$ cat src/rtl/if_stage.sv
`default_nettype none
// ============================================================================
// Module      : if_stage
// Description : Instruction-fetch stage feeding the decode stage.
//               Owns the PC and fetches one instruction at a time from the
//               instruction ROM over a request/ready handshake. The fetched
//               instruction is held in a one-entry output register
//               (addr/inst/valid) until decode accepts it. The stage supports
//               downstream stall and branch redirect. A redirect that arrives
//               while a ROM request is still outstanding drops the returning
//               data.
//
// Ports       : clk          - clock, all state updates on the rising edge
//               rst          - synchronous active-high reset
//               stall        - decode cannot accept; hold the output register
//               branch_flag  - single-cycle redirect request
//               branch_addr  - redirect target (low two bits ignored)
//               rom_en       - fetch request to the instruction ROM
//               rom_addr     - fetch address
//               rom_rdata    - fetched instruction, valid when rom_ready=1
//               rom_ready    - ROM completes the current request this cycle
//               addr         - PC of the instruction in the output register
//               inst         - instruction in the output register
//               valid        - output register holds an instruction
//
// Revision    : 1.0 - initial release
// ============================================================================
module if_stage #(
    parameter int unsigned           ADDR_WIDTH = 32,
    parameter int unsigned           INST_WIDTH = 32,
    parameter logic [ADDR_WIDTH-1:0] RESET_PC   = 32'hBFC0_0000
) (
    input  logic                  clk,
    input  logic                  rst,
    input  logic                  stall,
    input  logic                  branch_flag,
    input  logic [ADDR_WIDTH-1:0] branch_addr,
    output logic                  rom_en,
    output logic [ADDR_WIDTH-1:0] rom_addr,
    input  logic [INST_WIDTH-1:0] rom_rdata,
    input  logic                  rom_ready,
    output logic [ADDR_WIDTH-1:0] addr,
    output logic [INST_WIDTH-1:0] inst,
    output logic                  valid
);

    // ------------------------------------------------------------------
    // Constants and state encoding
    // ------------------------------------------------------------------
    localparam logic [ADDR_WIDTH-1:0] C_PC_STEP    = ADDR_WIDTH'(4);
    localparam logic [ADDR_WIDTH-1:0] C_ALIGN_MASK = ~ADDR_WIDTH'(3);

    // RUN     : normal fetching
    // DISCARD : a redirect arrived while a request was outstanding; the
    //           request is kept stable until the ROM finishes it, and the
    //           returned data is then thrown away.
    typedef enum logic [0:0] {
        S_RUN     = 1'b0,
        S_DISCARD = 1'b1
    } state_t;

    state_t                  r_state;
    logic [ADDR_WIDTH-1:0]   r_pc;
    logic [ADDR_WIDTH-1:0]   r_target;
    logic [ADDR_WIDTH-1:0]   r_addr;
    logic [INST_WIDTH-1:0]   r_inst;
    logic                    r_valid;

    logic                    w_rom_en;
    logic [ADDR_WIDTH-1:0]   w_branch_tgt;

    // Redirect targets are forced onto a word boundary; there is no
    // misalignment exception.
    assign w_branch_tgt = branch_addr & C_ALIGN_MASK;

    // ------------------------------------------------------------------
    // ROM request
    // ------------------------------------------------------------------
    // In RUN a fetch is requested whenever the output register can take a
    // new instruction in the cycle the ROM answers: it is empty, or it is
    // being drained this cycle. valid can only become 1 through a capture,
    // which ends the request, so the request cannot drop before rom_ready.
    // In DISCARD the old request is held until the ROM completes it.
    always_comb begin
        w_rom_en = 1'b0;
        if (!rst) begin
            w_rom_en = (r_state == S_DISCARD) || !r_valid || !stall;
        end
    end

    assign rom_en   = w_rom_en;
    assign rom_addr = r_pc;

    // ------------------------------------------------------------------
    // PC, redirect tracking and output register
    // ------------------------------------------------------------------
    always_ff @(posedge clk) begin
        if (rst) begin
            r_state  <= S_RUN;
            r_pc     <= RESET_PC;
            r_target <= '0;
            r_addr   <= '0;
            r_inst   <= '0;
            r_valid  <= 1'b0;
        end else begin
            case (r_state)
                S_RUN: begin
                    if (branch_flag) begin
                        // A redirect flushes the output register even if
                        // decode is stalled.
                        r_valid <= 1'b0;
                        if (w_rom_en && !rom_ready) begin
                            // Request outstanding: it must complete at the
                            // old address first, so park the target.
                            r_target <= w_branch_tgt;
                            r_state  <= S_DISCARD;
                        end else begin
                            // No request, or it completes right now: the
                            // returned data is simply not captured.
                            r_pc <= w_branch_tgt;
                        end
                    end else if (w_rom_en && rom_ready) begin
                        r_addr  <= r_pc;
                        r_inst  <= rom_rdata;
                        r_valid <= 1'b1;
                        r_pc    <= r_pc + C_PC_STEP;
                    end else if (r_valid && !stall) begin
                        // Decode took the instruction and nothing replaced it.
                        r_valid <= 1'b0;
                    end
                end

                S_DISCARD: begin
                    r_valid <= 1'b0;
                    if (rom_ready) begin
                        // The new fetch starts next cycle from the most
                        // recent redirect target.
                        r_pc    <= branch_flag ? w_branch_tgt : r_target;
                        r_state <= S_RUN;
                    end else if (branch_flag) begin
                        r_target <= w_branch_tgt;
                    end
                end

                default: begin
                    r_state <= S_RUN;
                end
            endcase
        end
    end

    assign addr  = r_addr;
    assign inst  = r_inst;
    assign valid = r_valid;

endmodule
`default_nettype wire

$ cat config.mk
export PLATFORM = sky130hd
export DESIGN_NAME = if_stage
export DESIGN_NICKNAME = d
export VERILOG_FILES = /design/src/rtl/if_stage.sv
export SDC_FILE = /design/constraint.sdc
export NUM_CORES = 1
export LEC_CHECK = 0
export CAP_MARGIN = 30
export CORE_MARGIN = 10
export CORE_UTILIZATION = 50
export CTS_CLUSTER_DIAMETER = 120
export DETAILED_ROUTE_END_ITERATION = 16
export MAX_ROUTING_LAYER = met4
export PLACE_DENSITY = 0.94
export SLEW_MARGIN = 20
export SYNTH_ARGS = -nofsm -noshare
export SYNTH_HDL_FRONTEND = slang
export SYNTH_SLANG_ARGS = --single-unit
$ cat constraint.sdc
create_clock -name clk -period 4.7 [get_ports clk]
set_clock_uncertainty 0.2 [all_clocks]
set_input_delay 0.47 -clock clk [delete_from_list [all_inputs] [get_ports clk]]
set_output_delay 0.47 -clock clk [all_outputs]
set_load 0.1 [all_outputs]
# == After elaboration in Yosys (flattened, before gate mapping) ==
# Cells that the tools add are included.
# word_totals
register_bits,130
latchBits,0
mem_bits_rw,0
romBits,0
inputBits,69
out_inout_bits,98
wordCells,46
n_memories,0
# op_classes
n_addsub,1
n_mul,0
n_div,0
n_lt_le_gt_ge,0
n_eq_ne,7
n_shift,0
muxes,19
n_bitwise,2
reduce_logical,11
# ops
cell,count
$mux W32,8
$pmux W32 S2,2
$add A32 B3 Y32 const B,1
$reduce_and A3 Y1,3
$ne A2 B2 Y1 const B,4
$mux W1,7
$ne A3 B3 Y1 const B,2
$ne A4 B4 Y1 const B,1
$pmux W1 S2,2
$logic_and A1 B1 Y1,3
$logic_not A1 Y1,3
$logic_or A1 B1 Y1,2
$not A1 Y1,2

# == Depth between registers and ports, before layout ==
# Gate-level depths: netlist of the first run.
# logic_depth
word_depth,8
mapped_depth,8
depth_no_buf,6

# == Worst setup path after synthesis of the first run ==
# Ideal clock, no wire load.
# synth_path
kind,flip-flop to output port
start,register r_state
end,output port rom_en
t_arrival_ns,2.378
required_time_ns,4.030
setup_slack_ns,1.652
stages_incl_launch_ff,6
path_buffers,3
path_cell_list,dfxtp_1 > buf_2 > clkbuf_1 > clkbuf_1 > nor2_1 > nor2_1
# synth_between
elab_chain_len,3
# synth_rtl
element,line_no,rtl
"start, declared",62,state_t r_state;
"start signal, assigned",99,r_state <= S_RUN;
"start signal, assigned",116,r_state <= S_DISCARD;
"start signal, assigned",139,r_state <= S_RUN;
$logic_or A1 B1 Y1 (2 in a row),87,w_rom_en = (r_state == S_DISCARD) || !r_valid || !stall;
$mux W1,86,if (!rst) begin
"end, declared",38,"output logic rom_en,"
# Every way passes these cells.

# == Worst setup path after layout of the first run ==
# Ends and elaborated chain as after synthesis.

==> results of run 1 <==
-- synthesized netlist by cell type (2+ instances only) --
cell type	number	area [sq um]
a211oi_1	6	45.0
a21oi_1	131	656
a221o_1	4	40.0
a221oi_1	2	17.5
a22o_1	2	17.5
a311oi_1	2	17.5
a31oi_1	6	37.5
and2_1	9	56.3
and3_1	12	75.1
and4_1	2	17.5
and4_2	3	30.0
buf_2	12	60.1
clkbuf_1	45	169
dfxtp_1	130	2600
inv_1	7	26.3
mux2i_1	7	70.1
nand2_1	229	860
nand3_1	13	65.1
nand3_2	3	30.0
nand4_1	7	43.8
nor2_1	27	101
nor3_1	7	35.0
nor4_1	5	31.3
o211ai_1	7	52.6
o21ai_0	33	165
o221ai_1	2	17.5
o22ai_1	2	12.5
o311ai_0	2	17.5
o31a_1	4	35.0
o31ai_1	2	15.0
o32ai_1	2	17.5
or2_2	2	12.5
or3_1	2	12.5
-- power breakdown --
group | leakage, nW | internal [mW] | switching (mW)
logic | 1.47 | 0.173 | 0.433
clock network | 0.312 | 0.923 | 0.468
registers | 1.06 | 1.15 | 0.0520
total | 2.84 | 2.25 | 0.953
-- cell type report --
cell class                 instances  area [sq um]
inverter                           7          26.3
multi-input combinational        560          2880
tap                              143           179
clock inverter                    11           158
clock buffer                      21           470
timing repair buffer             172          1710
fill                             853          3300
sequential                       130          2600
-- sequential cells by signal, indices dropped and copies added, names as in the netlist --
name,count
addr,32
inst,32
r_state,1
r_target,32
rom_addr,32
valid,1
-- logic make-up (layout without fill, tap and decap cells) --
| kind of cell | Yosys count | in the layout | share of synthesized area [%] |
|---|---|---|---|
| adder cells (fa/ha/maj) | 1 | 1 | 0.218 |
| AND/OR/NAND/NOR | 332 | 332 | 26.1 |
| flip-flops | 130 | 130 | 45.3 |
| multiplexers | 8 | 8 | 1.48 |
| AO/OA/AOI/OAI | 218 | 218 | 22.1 |
| XOR/XNOR | 1 | 1 | 0.153 |
| buffers and inverters | 66 | 211 | 4.64 |
-- metrics by stage --
stage / power (mW) / area [sq um] / setup WS [ns] / util (%)
detailed placement: 1.82 / 7380 / 1.28 / 65.2
finish: 3.20 / 8020 / 1.47 / 70.9
global route: 3.29 / 8020 / 1.38 / 70.9
CTS: 3.20 / 8010 / 1.47 / 70.8
floorplan: 1.64 / 5740 / 1.65 / -
global placement: 1.81 / 7370 / 1.32 / 65.1
-- per-layer routing --
metal,up-vias,global-route usage [%]
met3,53,5.79
met2,297,34.2
met4,0,10.0
li1,2875,-
met5,-,-
met1,2806,26.5
-- worst paths after layout --
path | startpoint | slack [ns] | end
max reg2reg | r_state | 1.95 | inst[1]
max | r_state | 1.47 | rom_en
min reg2reg | r_target[11] | 0.25 | r_target[11]
min | r_target[11] | 0.25 | r_target[11]
-- worst register-to-register path, delay by kind of cell, from the launching register on --
kind | cells | cell delay, ns
buf+inv | 1 | 0.51
simple gates | 4 | 1.53
compound gates | 1 | 0.06
flops | 1 | 0.30
==> flow_metrics.py, run 1 <==
metrics = {
    "drt": {
        "drc_errors": 0,
        "drt_iter0_markers": 658,
        "wl_met2_mm": 8.59,
        "wl_met1_mm": 7.58,
        "wl_mm": 18.3,
        "highest_layer": "met4",
        "dr_wl_met3_mm": 1.58,
        "viasPerCell": 5.78,
        "antenna_left": 0,
        "drt_pass1_iterations": 7,
        "post_drt_wl_per_cell_microns": 17.5,
        "num_vias": 6031,
    },
    "cts": {
        "clkSlewWorstSetupHoldPaths_ns": 0.05,
        "clock_latency_ns": 0.41,
        "cts_tree": "yes",
        "cts.htree.levels": 4,
        "cts.sinks": 130,
        "postCtsResizedCells": 0,
        "cts_hold_buffers": 0,
        "clockRootBuffer": "clkbuf_16",
        "postCtsSetupRepairBufs": 0,
        "cts_buffer_depth": 2,
        "tritoncts.num_buffers": 17,
    },
    "floorplanning": {
        "start_util_pct": 50.7,
        "die_height_microns": 127,
        "rows": 39,
        "die-area_sq_um": 16200,
        "fp.coreArea_sq_um": 11300,
        "io_pins": 167,
        "die_x_microns": 127,
    },
    "worst_setup_path": {
        "arrival_ns": 2.56,
        "cp_slowest_cell": "clkdlybuf4s50_1",
        "path_depth": 4,
        "path_common_cell": "nor2_1",
        "crit_path_start_kind": "flop",
        "crit_buf_inv": 2,
        "ff2ff_path_depth": 6,
        "crit_family": "buffers and inverters",
        "required_ns": 4.03,
        "cp-end-kind": "primary output",
        "cp_max_fo": 46,
        "max_stage_delay_ns": 1.17,
        "crit_chain": "buf_4 > nor2_1 > nor2_1 > clkdlybuf4s50_1",
        "critPathKind": "reg2out",
    },
    "timing": {
        "max_freq_ghz": 0.310,
        "fin_crit_ns": 3.23,
        "holdWs_ns": 0.249,
        "slew_violations": 0,
        "rsz0062_at_grt": "no",
        "worst_pin_slew_ns": 1.06,
        "setup_viol": 0,
        "hold_viol": 0,
        "slew_headroom_pct": 29.1,
        "final.period_utilization_pct": 68.7,
        "fin_setup_tns_ns": 0,
    },
    "finish": {
        "final_common_cell": "nand2_1",
        "instances_no_fill": 1044,
        "drive_above_1_share_pct": 6.99,
        "layout_common_cells": "229 x nand2_1, 163 x clkdlybuf4s50_1, 131 x a21oi_1, 130 x dfxtp_1, 33 x o21ai_0",
        "num_antenna_cells": 0,
        "syn_to_final_growth_pct": 39.8,
        "nNetsFinal": 958,
    },
    "hold_path": {
        "hold_depth": 2,
        "hold_path_class": "reg2reg",
    },
    "global_routing": {
        "grt_pass1_wl_mm": 28.8,
        "grt_usage_pct": 22.1,
        "grt_max_degree": 69,
        "overflow": 0,
        "grt_pass1_vias": 5591,
        "antenna_found_initial": 0,
    },
    "yosys": {
        "async_flop_share_pct": 0,
        "ys_seq_area_share_pct": 45.3,
        "synth_cell_type_count": 60,
        "synth_edf_count": 0,
        "syn_nets": 826,
        "avgSynthCellArea_sq_um": 7.59,
        "yosysWarnings": 0,
        "syn-cell-area_sq_um": 5740,
        "ys_seq_elements": 130,
        "yosys_most_used_dff": "dfxtp_1",
        "syn_inst": 756,
    },
    "pwr": {
        "pwr_density_cell_nw_per_um2": 399,
        "p_leak_nw": 2.84,
        "peakVddDrop_uv": 241,
    },
    "place": {
        "gp_congestion": 0.889,
        "dp_hpwl_mm": 12.2,
        "dp.cells": 1011,
        "io_buffers": 164,
    },
    "outcome": {
        "status": "complete, no violations",
    },
    "flow_run": {
        "max-cap-violations": 0,
    },
}
No activity file was read; power rests on OpenSTA's default activity.
==> run 2, diff against run 1 <==
- CORE_UTILIZATION: 50 -> 48
- PLACE_DENSITY: 0.94 -> 0.91
- clock period: 4.7 -> 3.34 ns (I/O delays scaled with it)
==> flow_metrics.py, run 2 (same netlist as run 1, synthesis figures left out) <==
metrics = {
    "floorplanning": {
        "start_util_pct": 49.6,
        "io_pins": 167,
        "die_height_microns": 129,
        "rows": 39,
        "fp.coreArea_sq_um": 11600,
        "die-area_sq_um": 16700,
        "die_x_microns": 129,
    },
    "timing": {
        "worst_pin_slew_ns": 1.02,
        "hold_viol": 0,
        "slew_headroom_pct": 32.1,
        "holdWs_ns": 0.108,
        "fin_setup_tns_ns": 0,
        "setup_viol": 0,
        "final.period_utilization_pct": 75.1,
        "rsz0062_at_grt": "no",
        "max_freq_ghz": 0.399,
        "fin_crit_ns": 2.51,
        "slew_violations": 0,
    },
    "pwr": {
        "p_seq_share_pct": 39.4,
        "internal-power_mw": 2.98,
        "power.share.switching_pct": 30.8,
        "p_sw_mw": 1.33,
        "peakVddDrop_uv": 287,
        "clockPowerShare_pct": 40.7,
        "p_leak_nw": 2.91,
        "pwr_density_cell_nw_per_um2": 541,
        "power_frac_comb_pct": 19.9,
    },
    "worst_setup_path": {
        "r2r-end": "rom_addr[30]",
        "required_ns": 3.48,
        "crit_start": "rom_addr[2]",
        "rrSetupSlack_ns": 0.83,
        "arrival_ns": 2.65,
        "endpoint": "rom_addr[30]",
        "cp-end-kind": "flop",
        "crit_path_start_kind": "flop",
        "r2r_start": "rom_addr[2]",
        "ff2ff_path_depth": 6,
        "critPathKind": "reg2reg",
        "cp_max_fo": 7,
    },
    "outcome": {
        "status": "complete, no violations",
    },
    "place": {
        "gp_congestion": 0.912,
        "dp.cells": 1024,
        "io_buffers": 164,
        "dp_hpwl_mm": 12.8,
    },
    "drt": {
        "drt_pass1_iterations": 5,
        "viasPerCell": 5.81,
        "wl_mm": 18.9,
        "post_drt_wl_per_cell_microns": 17.9,
        "drc_errors": 0,
        "antenna_left": 0,
        "drt_iter0_markers": 619,
        "num_vias": 6119,
    },
    "global_routing": {
        "grt_pass1_wl_mm": 29.2,
        "overflow": 0,
        "grt_usage_pct": 22.0,
        "grt_pass1_vias": 5814,
        "antenna_found_initial": 1,
        "grt_max_degree": 56,
    },
    "cts": {
        "postCtsResizedCells": 0,
        "cts.htree.levels": 4,
        "tritoncts.num_buffers": 17,
        "cts_tree": "yes",
        "cts_buffer_depth": 2,
        "clockRootBuffer": "clkbuf_16",
        "clock_latency_ns": 0.42,
        "postCtsSetupRepairBufs": 0,
        "cts_hold_buffers": 0,
        "cts.sinks": 130,
        "clkSlewWorstSetupHoldPaths_ns": 0.06,
    },
    "finish": {
        "final_common_cell": "nand2_1",
        "syn_to_final_growth_pct": 38.5,
        "layout_common_cells": "229 x nand2_1, 131 x a21oi_1, 130 x dfxtp_1, 128 x clkdlybuf4s50_1, 55 x buf_4",
        "instances_no_fill": 1054,
        "nNetsFinal": 970,
        "drive_above_1_share_pct": 11.4,
        "fin_util_pct": 68.7,
    },
    "hold_path": {
        "hold_path_class": "in2reg",
    },
    "flow_run": {
        "max-cap-violations": 0,
    },
}
run 2: layout make-up:
| type | count | area [sq um] |
|---|---|---|
| inverter | 7 | 26.3 |
| clock buffer | 22 | 464 |
| sequential | 130 | 2600 |
| timing repair buffer | 184 | 1710 |
| antenna | 1 | 2.50 |
| clock inverter | 7 | 85.1 |
| tap | 143 | 179 |
| fill | 912 | 3610 |
| multi-input combinational | 560 | 2880 |
run 2: power by group through the flow:
stage	Clock, mW	Sequential, mW	Combinational, mW
5_1_grt	1.83	1.70	0.899
2_1_floorplan	0	2.06	0.240
3_3_place_gp	0	1.72	0.838
3_5_place_dp	0	1.72	0.847
4_1_cts	1.76	1.69	0.854
6_report	1.75	1.69	0.857
run 2: through the flow:
| stage | setup WS, ns | power, mW | cell area [sq um] |
|---|---|---|---|
| floorplan | 0.428 | 2.30 | 5740 |
| global placement | 0.751 | 2.56 | 7400 |
| detailed placement | 0.724 | 2.57 | 7400 |
| CTS | 0.847 | 4.30 | 7950 |
| global route | 0.691 | 4.43 | 7950 |
| finish | 0.831 | 4.30 | 7950 |
run 2: worst min-delay path by stage:
stage,start,end,cells after the start
2_1_floorplan,rom_ready,r_state,1
4_1_cts,rst,r_target[25],2
3_5_place_dp,r_target[26],r_target[26],2
3_3_place_gp,r_target[19],r_target[19],2
6_report,rst,r_target[25],2
5_1_grt,rst,r_target[25],2
run 2: worst max-delay path, stage by stage, from the launching register on:
cell and delay, ns:
dfxtp_1 0.49, ha_1 0.33, nand4_2 0.21, nor3_4 0.43
nand3_1 0.16, or4_1 0.42, a31oi_1 0.20
run 2: layer usage:
| layer | wire, microns | global-route usage [%] |
|---|---|---|
| met3 | 1980 | 6.32 |
| met5 | 0 | - |
| met1 | 7620 | 26.0 |
| met4 | 456 | 8.90 |
| met2 | 8800 | 34.6 |
